File: src/rtl/handshake_constant_arbiter_if.sv
// Handshake bundle between NUM_INPUTS control requesters, the arbiter and the downstream consumer.
// The master modport is the arbiter's view; slave is the requester/consumer environment.
interface handshake_constant_arbiter_if #(
  parameter int unsigned NUM_INPUTS  = 4,
  parameter int unsigned DATA_WIDTH  = 32,
  parameter int unsigned INDEX_WIDTH = 2
);

  logic [NUM_INPUTS-1:0]  ctrl_valid;
  logic [NUM_INPUTS-1:0]  ctrl_ready;
  logic [DATA_WIDTH-1:0]  outs;
  logic [INDEX_WIDTH-1:0] outs_index;
  logic                   outs_valid;
  logic                   outs_ready;

  modport master (
    input  ctrl_valid,
    output ctrl_ready,
    output outs,
    output outs_index,
    output outs_valid,
    input  outs_ready
  );

  modport slave (
    output ctrl_valid,
    input  ctrl_ready,
    input  outs,
    input  outs_index,
    input  outs_valid,
    output outs_ready
  );

endinterface

File: src/rtl/handshake_constant_arbiter.sv
// Round-robin arbiter sharing one constant source among NUM_INPUTS control-token requesters.
// The winner's index is carried through a one-entry registered output buffer.
module handshake_constant_arbiter #(
  parameter int unsigned NUM_INPUTS  = 4,
  parameter int unsigned DATA_WIDTH  = 32,
  parameter logic [63:0] CONST_VALUE = 64'd0,
  parameter int unsigned INDEX_WIDTH = 2
) (
  input  logic                          clk,
  input  logic                          rst,
  handshake_constant_arbiter_if.master  bus
);

  // Width needed to address one bit of ctrl_valid
  localparam int unsigned SEL_W = (NUM_INPUTS > 1) ? $clog2(NUM_INPUTS) : 1;

  logic                   full_q;
  logic                   full_d;
  logic [INDEX_WIDTH-1:0] index_q;
  logic [INDEX_WIDTH-1:0] index_d;
  logic [INDEX_WIDTH-1:0] ptr_q;
  logic [INDEX_WIDTH-1:0] ptr_d;

  logic                   can_accept_c;
  logic                   any_valid_c;
  logic                   take_c;
  logic [INDEX_WIDTH-1:0] winner_c;
  logic [INDEX_WIDTH-1:0] ptr_next_c;
  logic [NUM_INPUTS-1:0]  grant_c;

  // Round-robin search: first valid requester starting at ptr, wrapping at NUM_INPUTS
  always_comb begin
    int unsigned pos;
    grant_c     = '0;
    winner_c    = '0;
    any_valid_c = 1'b0;
    pos         = 0;
    for (int unsigned k = 0; k < NUM_INPUTS; k++) begin
      pos = 32'(ptr_q) + k;
      if (pos >= NUM_INPUTS) begin
        pos = pos - NUM_INPUTS;
      end
      if (!any_valid_c && bus.ctrl_valid[SEL_W'(pos)]) begin
        any_valid_c             = 1'b1;
        winner_c                = INDEX_WIDTH'(pos);
        grant_c[SEL_W'(pos)]    = 1'b1;
      end
    end
  end

  // Pointer advances past the winner; wrap happens at NUM_INPUTS-1, not at the field maximum
  always_comb begin
    ptr_next_c = winner_c + INDEX_WIDTH'(1);
    if (32'(winner_c) == NUM_INPUTS - 1) begin
      ptr_next_c = '0;
    end
  end

  // Buffer can take a token when empty or when its current token leaves this cycle
  assign can_accept_c = ~full_q | bus.outs_ready;
  assign take_c       = any_valid_c & can_accept_c & rst;

  // Token accept is one-hot on the winner, suppressed while stalled or in reset
  assign bus.ctrl_ready = grant_c & {NUM_INPUTS{can_accept_c & rst}};

  // Next-state for the output buffer and round-robin pointer
  always_comb begin
    full_d  = full_q;
    index_d = index_q;
    ptr_d   = ptr_q;
    if (take_c) begin
      full_d  = 1'b1;
      index_d = winner_c;
      ptr_d   = ptr_next_c;
    end else if (full_q && bus.outs_ready) begin
      full_d  = 1'b0;
    end
  end

  // State registers with synchronous active-low reset; reset drops any buffered token
  always_ff @(posedge clk) begin
    if (!rst) begin
      full_q  <= 1'b0;
      index_q <= '0;
      ptr_q   <= '0;
    end else begin
      full_q  <= full_d;
      index_q <= index_d;
      ptr_q   <= ptr_d;
    end
  end

  // Outputs come straight from registers; the payload is a fixed constant
  assign bus.outs_valid = full_q;
  assign bus.outs_index = index_q;
  assign bus.outs       = DATA_WIDTH'(CONST_VALUE);

endmodule

File: src/flat_wrapper.sv
// flat-port wrapper written by rule: the top's interface ports become plain ports
module handshake_constant_arbiter_flat 
#(
  parameter int unsigned NUM_INPUTS  = 4,
  parameter int unsigned DATA_WIDTH  = 32,
  parameter logic [63:0] CONST_VALUE = 64'd0,
  parameter int unsigned INDEX_WIDTH = 2
)
  (clk, rst, bus_ctrl_valid, bus_ctrl_ready, bus_outs, bus_outs_index, bus_outs_valid, bus_outs_ready);
  handshake_constant_arbiter_if #(.NUM_INPUTS(NUM_INPUTS), .DATA_WIDTH(DATA_WIDTH), .INDEX_WIDTH(INDEX_WIDTH)) bus_i ();
  input  logic clk;
  input  logic rst;
  input wire logic [$bits(bus_i.ctrl_valid)-1:0] bus_ctrl_valid;
  output wire logic [$bits(bus_i.ctrl_ready)-1:0] bus_ctrl_ready;
  output wire logic [$bits(bus_i.outs)-1:0] bus_outs;
  output wire logic [$bits(bus_i.outs_index)-1:0] bus_outs_index;
  output wire logic [$bits(bus_i.outs_valid)-1:0] bus_outs_valid;
  input wire logic [$bits(bus_i.outs_ready)-1:0] bus_outs_ready;
  assign bus_i.ctrl_valid = bus_ctrl_valid;
  assign bus_ctrl_ready = bus_i.ctrl_ready;
  assign bus_outs = bus_i.outs;
  assign bus_outs_index = bus_i.outs_index;
  assign bus_outs_valid = bus_i.outs_valid;
  assign bus_i.outs_ready = bus_outs_ready;
  handshake_constant_arbiter #(.NUM_INPUTS(NUM_INPUTS), .DATA_WIDTH(DATA_WIDTH), .CONST_VALUE(CONST_VALUE), .INDEX_WIDTH(INDEX_WIDTH)) u_core (.clk(clk), .rst(rst), .bus(bus_i));
endmodule
File: config.mk
export PLATFORM = sky130hd
export DESIGN_NAME = handshake_constant_arbiter_flat
export DESIGN_NICKNAME = d
export VERILOG_FILES = /design/src/rtl/handshake_constant_arbiter_if.sv /design/src/rtl/handshake_constant_arbiter.sv /design/src/flat_wrapper.sv
export SDC_FILE = /design/constraint.sdc
export NUM_CORES = 1
export LEC_CHECK = 0
export BUFFER_PORTS_ARGS = -buffer_cell sky130_fd_sc_hd__buf_2
export CORE_UTILIZATION = 46
export CTS_BUF_LIST = sky130_fd_sc_hd__clkbuf_4 sky130_fd_sc_hd__clkbuf_8 sky130_fd_sc_hd__clkbuf_16
export DETAILED_ROUTE_END_ITERATION = 12
export PLACE_DENSITY = 0.85
export SLEW_MARGIN = 10
export SYNTH_ARGS = -nofsm -noshare
export SYNTH_HDL_FRONTEND = slang
export SYNTH_SLANG_ARGS = --single-unit
File: constraint.sdc
create_clock -name clk -period 3.48 [get_ports clk]
set_clock_uncertainty 0.2 [all_clocks]
set_input_delay 0.522 -clock clk [delete_from_list [all_inputs] [get_ports clk]]
set_output_delay 0.522 -clock clk [all_outputs]
set_load 0.05 [all_outputs]
== Word level (Yosys, flattened, before mapping) ==
Index checks and enable logic that the tools add are counted.

* Output and inout port bits: 39
* Register bits: 5

* Add/sub/neg operators: 8
* Equality and inequality tests: 1
* Muxes and demuxes: 35
* Reductions and logical operators: 12
* $lt $le $gt $ge: 12
* Bitwise gates (word level): 9

{| class="wikitable"
|+ Operators by type and width
! kind !! count
|-
| 2-bit two-way mux || 9
|-
| 4-bit two-way mux || 4
|-
| 1-bit two-way mux || 14
|-
| 2-bit by 3-bit < comparator with 1-bit output (second input constant) || 4
|-
| 4-bit bitwise OR || 3
|-
| 3-bit greater-or-equal comparator (second input constant) || 3
|-
| 1-bit binary-select mux with 2-bit select || 4
|-
| 1-bit demux with 2-bit select || 4
|-
| 2-bit by 1-bit greater-or-equal comparator with 1-bit output (second input constant) || 4
|-
| 1-bit logical AND || 8
|-
| 2-bit by 1-bit subtractor with 2-bit output (second input constant) || 4
|-
| 2-bit by 2-bit adder with 3-bit output (second input constant) || 2
|-
| 4-bit AND || 1
|-
| 2-bit by 1-bit adder with 3-bit output (second input constant) || 1
|-
| 1-bit AND || 3
|-
| 2-bit by 3-bit greater-or-equal comparator with 1-bit output (second input constant) || 1
|-
| 1-bit zero test || 3
|-
| 2-bit by 1-bit adder with 2-bit output (second input constant) || 1
|-
| 2-bit == test (second input constant) || 1
|-
| 2-bit nonzero test || 1
|-
| 1-bit inverter || 1
|-
| 1-bit bitwise OR || 1
|}

== Longest topological paths before layout ==
* Depth after elaboration: 17
* Gate-level depth with buffers: 9
* Mapped depth without buffers: 7

== Least setup slack after synthesis ==
OpenSTA, ideal clock, no wires.

* Path kind: reg-to-output
* Start point: register with a tool-made name
* End point: output bus_ctrl_ready[2]
* Data required time: 2.758 ns
* Data arrival time: 2.804 ns
* Stages on the path, launching flop included: 10
* Buffers on the path: 2
* Path slack: -0.046 ns
* Cell sequence: dfxtp_1 buf_4 inv_2 ha_1 clkbuf_1 mux4_2 nor2b_4 a22o_1 mux2i_1 a21oi_1

{| class="wikitable"
|+ RTL lines
! what !! line !! text
|-
| end: declaration || flat_wrapper.sv:14 || <nowiki>output wire logic [$bits(bus_i.ctrl_ready)-1:0] bus_ctrl_ready;</nowiki>
|}

==> metrics.cfg <==
[critical_path]
crit_type=register to output pin
crit_chain=inv_2, ha_1, mux4_2, nor2b_4, a22o_1, mux2i_1, a21oi_2, buf_2
path_max_fanout=10
startpoint_class=register
cp_num_cells=8
crit_family=multiplexers
cp.buffers_inverters=2
critical_path.endpoint_type=output pin
arrival_ns=2.47
reg2regPathDepth=7
worstPathRequired_ns=2.76
crit_path_top_delay_cell=mux4_2
r2r_setup_slack_ns=1.19
crit_path_max_incr_delay_ns=0.46
reg2reg_to=u_core.ptr_q[1]$_SDFFE_PN0P_

[route]
postRouteWirelength_um=1640
drt-wirelength-per-cell_um=11.1
viasPerCell=4.80
drt_first_iter_violations=11
antenna_left=0
detailed_routing_iteration_count_for_the_pre_antenna_repair_pass=4
drt_drc_violations_left=0
via_count=711

[synthesis]
synth_seq_cells=5
synth.lib_cells_used.distinct=37
syn-instance-count=111
async_flop_share_pct=0
synth.avg_cell_area_um2=8.31
ys_top_cells_by_area=buf_4, dfxtp_1, ha_1
synthDominantAreaCellType=buf_4
synth-warning-count=0
synth_ff_type=dfxtp_1
post_synth_most_frequent_cells=buf_4, ha_1, a21oi_1, nand3_1
yosysMostFrequentCell=buf_4
post-synth-top-area-fraction_pct=26.9
synth_enable_flop_cells=0
yosysSeqAreaShare_pct=10.9
mappedNetlistArea_um2=922

[finish]
layout-drive-gt1-share_pct=24.4
summed_area_of_non_filler_cells_in_the_final_layout_um2=912
layout.nets=138
n_antenna_cell=0
flow.area_growth_from_synthesis_pct=-1.09

[global_routing]
antenna_found_initial=0
grt.met2_usage_pct=29.2
groute.layer.met1.usage_pct=20.4
grtUsageMet3_pct=1.15
global_route_wire_length_before_repair_um=2590
first_global_vias=589
gr-usage-all-layers_pct=16.2
most_congested_layer_reported_by_global_routing=met2
pin_count_of_the_biggest_net_entering_global_routing=16
globalRouteOverflowTotal=0

[power_and_ir_drop]
pwr-share-clk_pct=9.3
ir_drop_mv=0.322
post-layout-total-power_uw=832
power.share.switching_pct=56.1
leakage_nw=0.443
power.net_switching_uw=467
p_comb_share_pct=79.9
power.sequential.fraction_pct=10.8
power_per_cell_area_nw_per_um2=912
internal_power_uw=365

[flow_run]
timing.max_cap.violations=0

[floorplan]
design.core.area_um2=1800
top_level_ports=46
floorplan.die_area_um2=2190
chipWidth_um=46.8
die-height_um=46.8
placement_rows=15
initial_utilization_pct=51.2

[min_path]
holdPathEnd=u_core.bus.outs_index[1]$_SDFFE_PN0P_
hold_depth=2
hold_start=u_core.bus.outs_index[1]$_SDFFE_PN0P_
hp-class=register to register

[cts]
cts-hold-fix-buffers=0
cts_made_buffers=3
cts_max_level=1
number_of_gates_resized_after_cts=0
tritoncts=built
post_cts_buffers=0
clockRootBuffer=clkbuf_4
cts.path.max_buffers=2
clock_latency_ns=0.24
cts.sinks=5
cts.reportedPaths.clkPinSlew_ns=0.05

[placed_design]
place.gp.congestion=0.812
place.detailed.hpwl_um=1290
placement.io_buffers=13
dpl_cell_area_um2=882

[timing]
layout_worst_path_cycle_share_pct=91.7
finalSetupViolations=0
final-hold-violation-count=0
timing.fmax_ghz=0.313
grt_setup_unrepaired=false
slew_viol_final=0
setup_tns_ns=0
layout_min_cycle_time_ns=3.19

[status]
outcome=finished, final reports clean

-- kinds of logic (layout without fill, tap and decap cells) --
logic type | count (synthesis) | after routing | synth area share (%)
xor gates and xnor gates | 1 | 1 | 0.950
DFF | 5 | 5 | 10.9
buffers and inverters | 41 | 22 | 31.9
muxes | 8 | 8 | 12.8
other | 1 | 32 | 0.407
adders and majority gates | 7 | 7 | 9.50
AOI/OAI and AO/OA | 25 | 25 | 18.7
and+or+nand+nor | 23 | 23 | 14.9
-- power groups by stage --
stage	clock network [mW]	registers, mW	logic (mW)
final	0.0772	0.0900	0.665
after detailed placement	0	0.0905	0.665
after global placement	0	0.0888	0.640
after global routing	0.0826	0.0920	0.726
after floorplan	0	0.138	0.540
after CTS	0.0788	0.0894	0.666
-- cell usage in the layout (no fill, tap or decap), types with 4 or more instances in the layout --
master / Yosys / final
nor2_1: 4 / 4
a22o_1: 4 / 4
a21oi_2: 0 / 4
buf_2: 1 / 13
nand3_1: 6 / 6
clkbuf_4: 0 / 4
o21ai_1: 4 / 4
ha_1: 7 / 7
dfxtp_1: 5 / 5
conb_1: 1 / 32
mux2i_1: 5 / 5
-- worst max-delay path by stage --
stage                     slack [ns]           endpoint                         start
after floorplan                 0.25  bus_ctrl_ready[1]                      register
after global placement          0.68  bus_ctrl_ready[2]  u_core.ptr_q[1]$_SDFFE_PN0P_
after detailed placement        0.57  bus_ctrl_ready[3]  u_core.ptr_q[1]$_SDFFE_PN0P_
after CTS                       0.30  bus_ctrl_ready[3]  u_core.ptr_q[1]$_SDFFE_PN0P_
after global routing            0.15  bus_ctrl_ready[2]  u_core.ptr_q[1]$_SDFFE_PN0P_
final                           0.29  bus_ctrl_ready[3]                      register
-- per-layer routing --
layer	wire, um	part of all wire [%]
met1	666	41
met2	905	55
met3	69	4.2
met4	0	0
met5	0	0
-- per-stage QoR --
step / utilization (%) / worst slack [ns] / std cells / hold WS [ns]
3_5_place_dp: 49.0 / 0.569 / 144 / 0.257
4_1_cts: 50.6 / 0.300 / 148 / 0.263
5_1_grt: 50.6 / 0.150 / 148 / 0.287
2_1_floorplan: - / 0.247 / 142 / 0.372
3_3_place_gp: 49.0 / 0.682 / 144 / 0.250
6_report: 50.6 / 0.289 / 148 / 0.258
-- tightest hold or removal path: cells and delay by family, from the launching register on --
family           cells  cell delay, ns
AND/OR/NAND/NOR      1            0.06
AO/OA/AOI/OAI        1            0.05
flip-flops           1            0.30
-- area by class of cell --
| type | instances | area, um2 |
|---|---|---|
| clock buffer | 4 | 30.0 |
| fill | 179 | 890 |
| inverter | 3 | 11.3 |
| multi-input combinational | 96 | 659 |
| sequential | 5 | 100 |
| tap | 25 | 31.3 |
| timing repair buffer | 15 | 80.1 |
No activity file was read; power rests on OpenSTA's default activity.
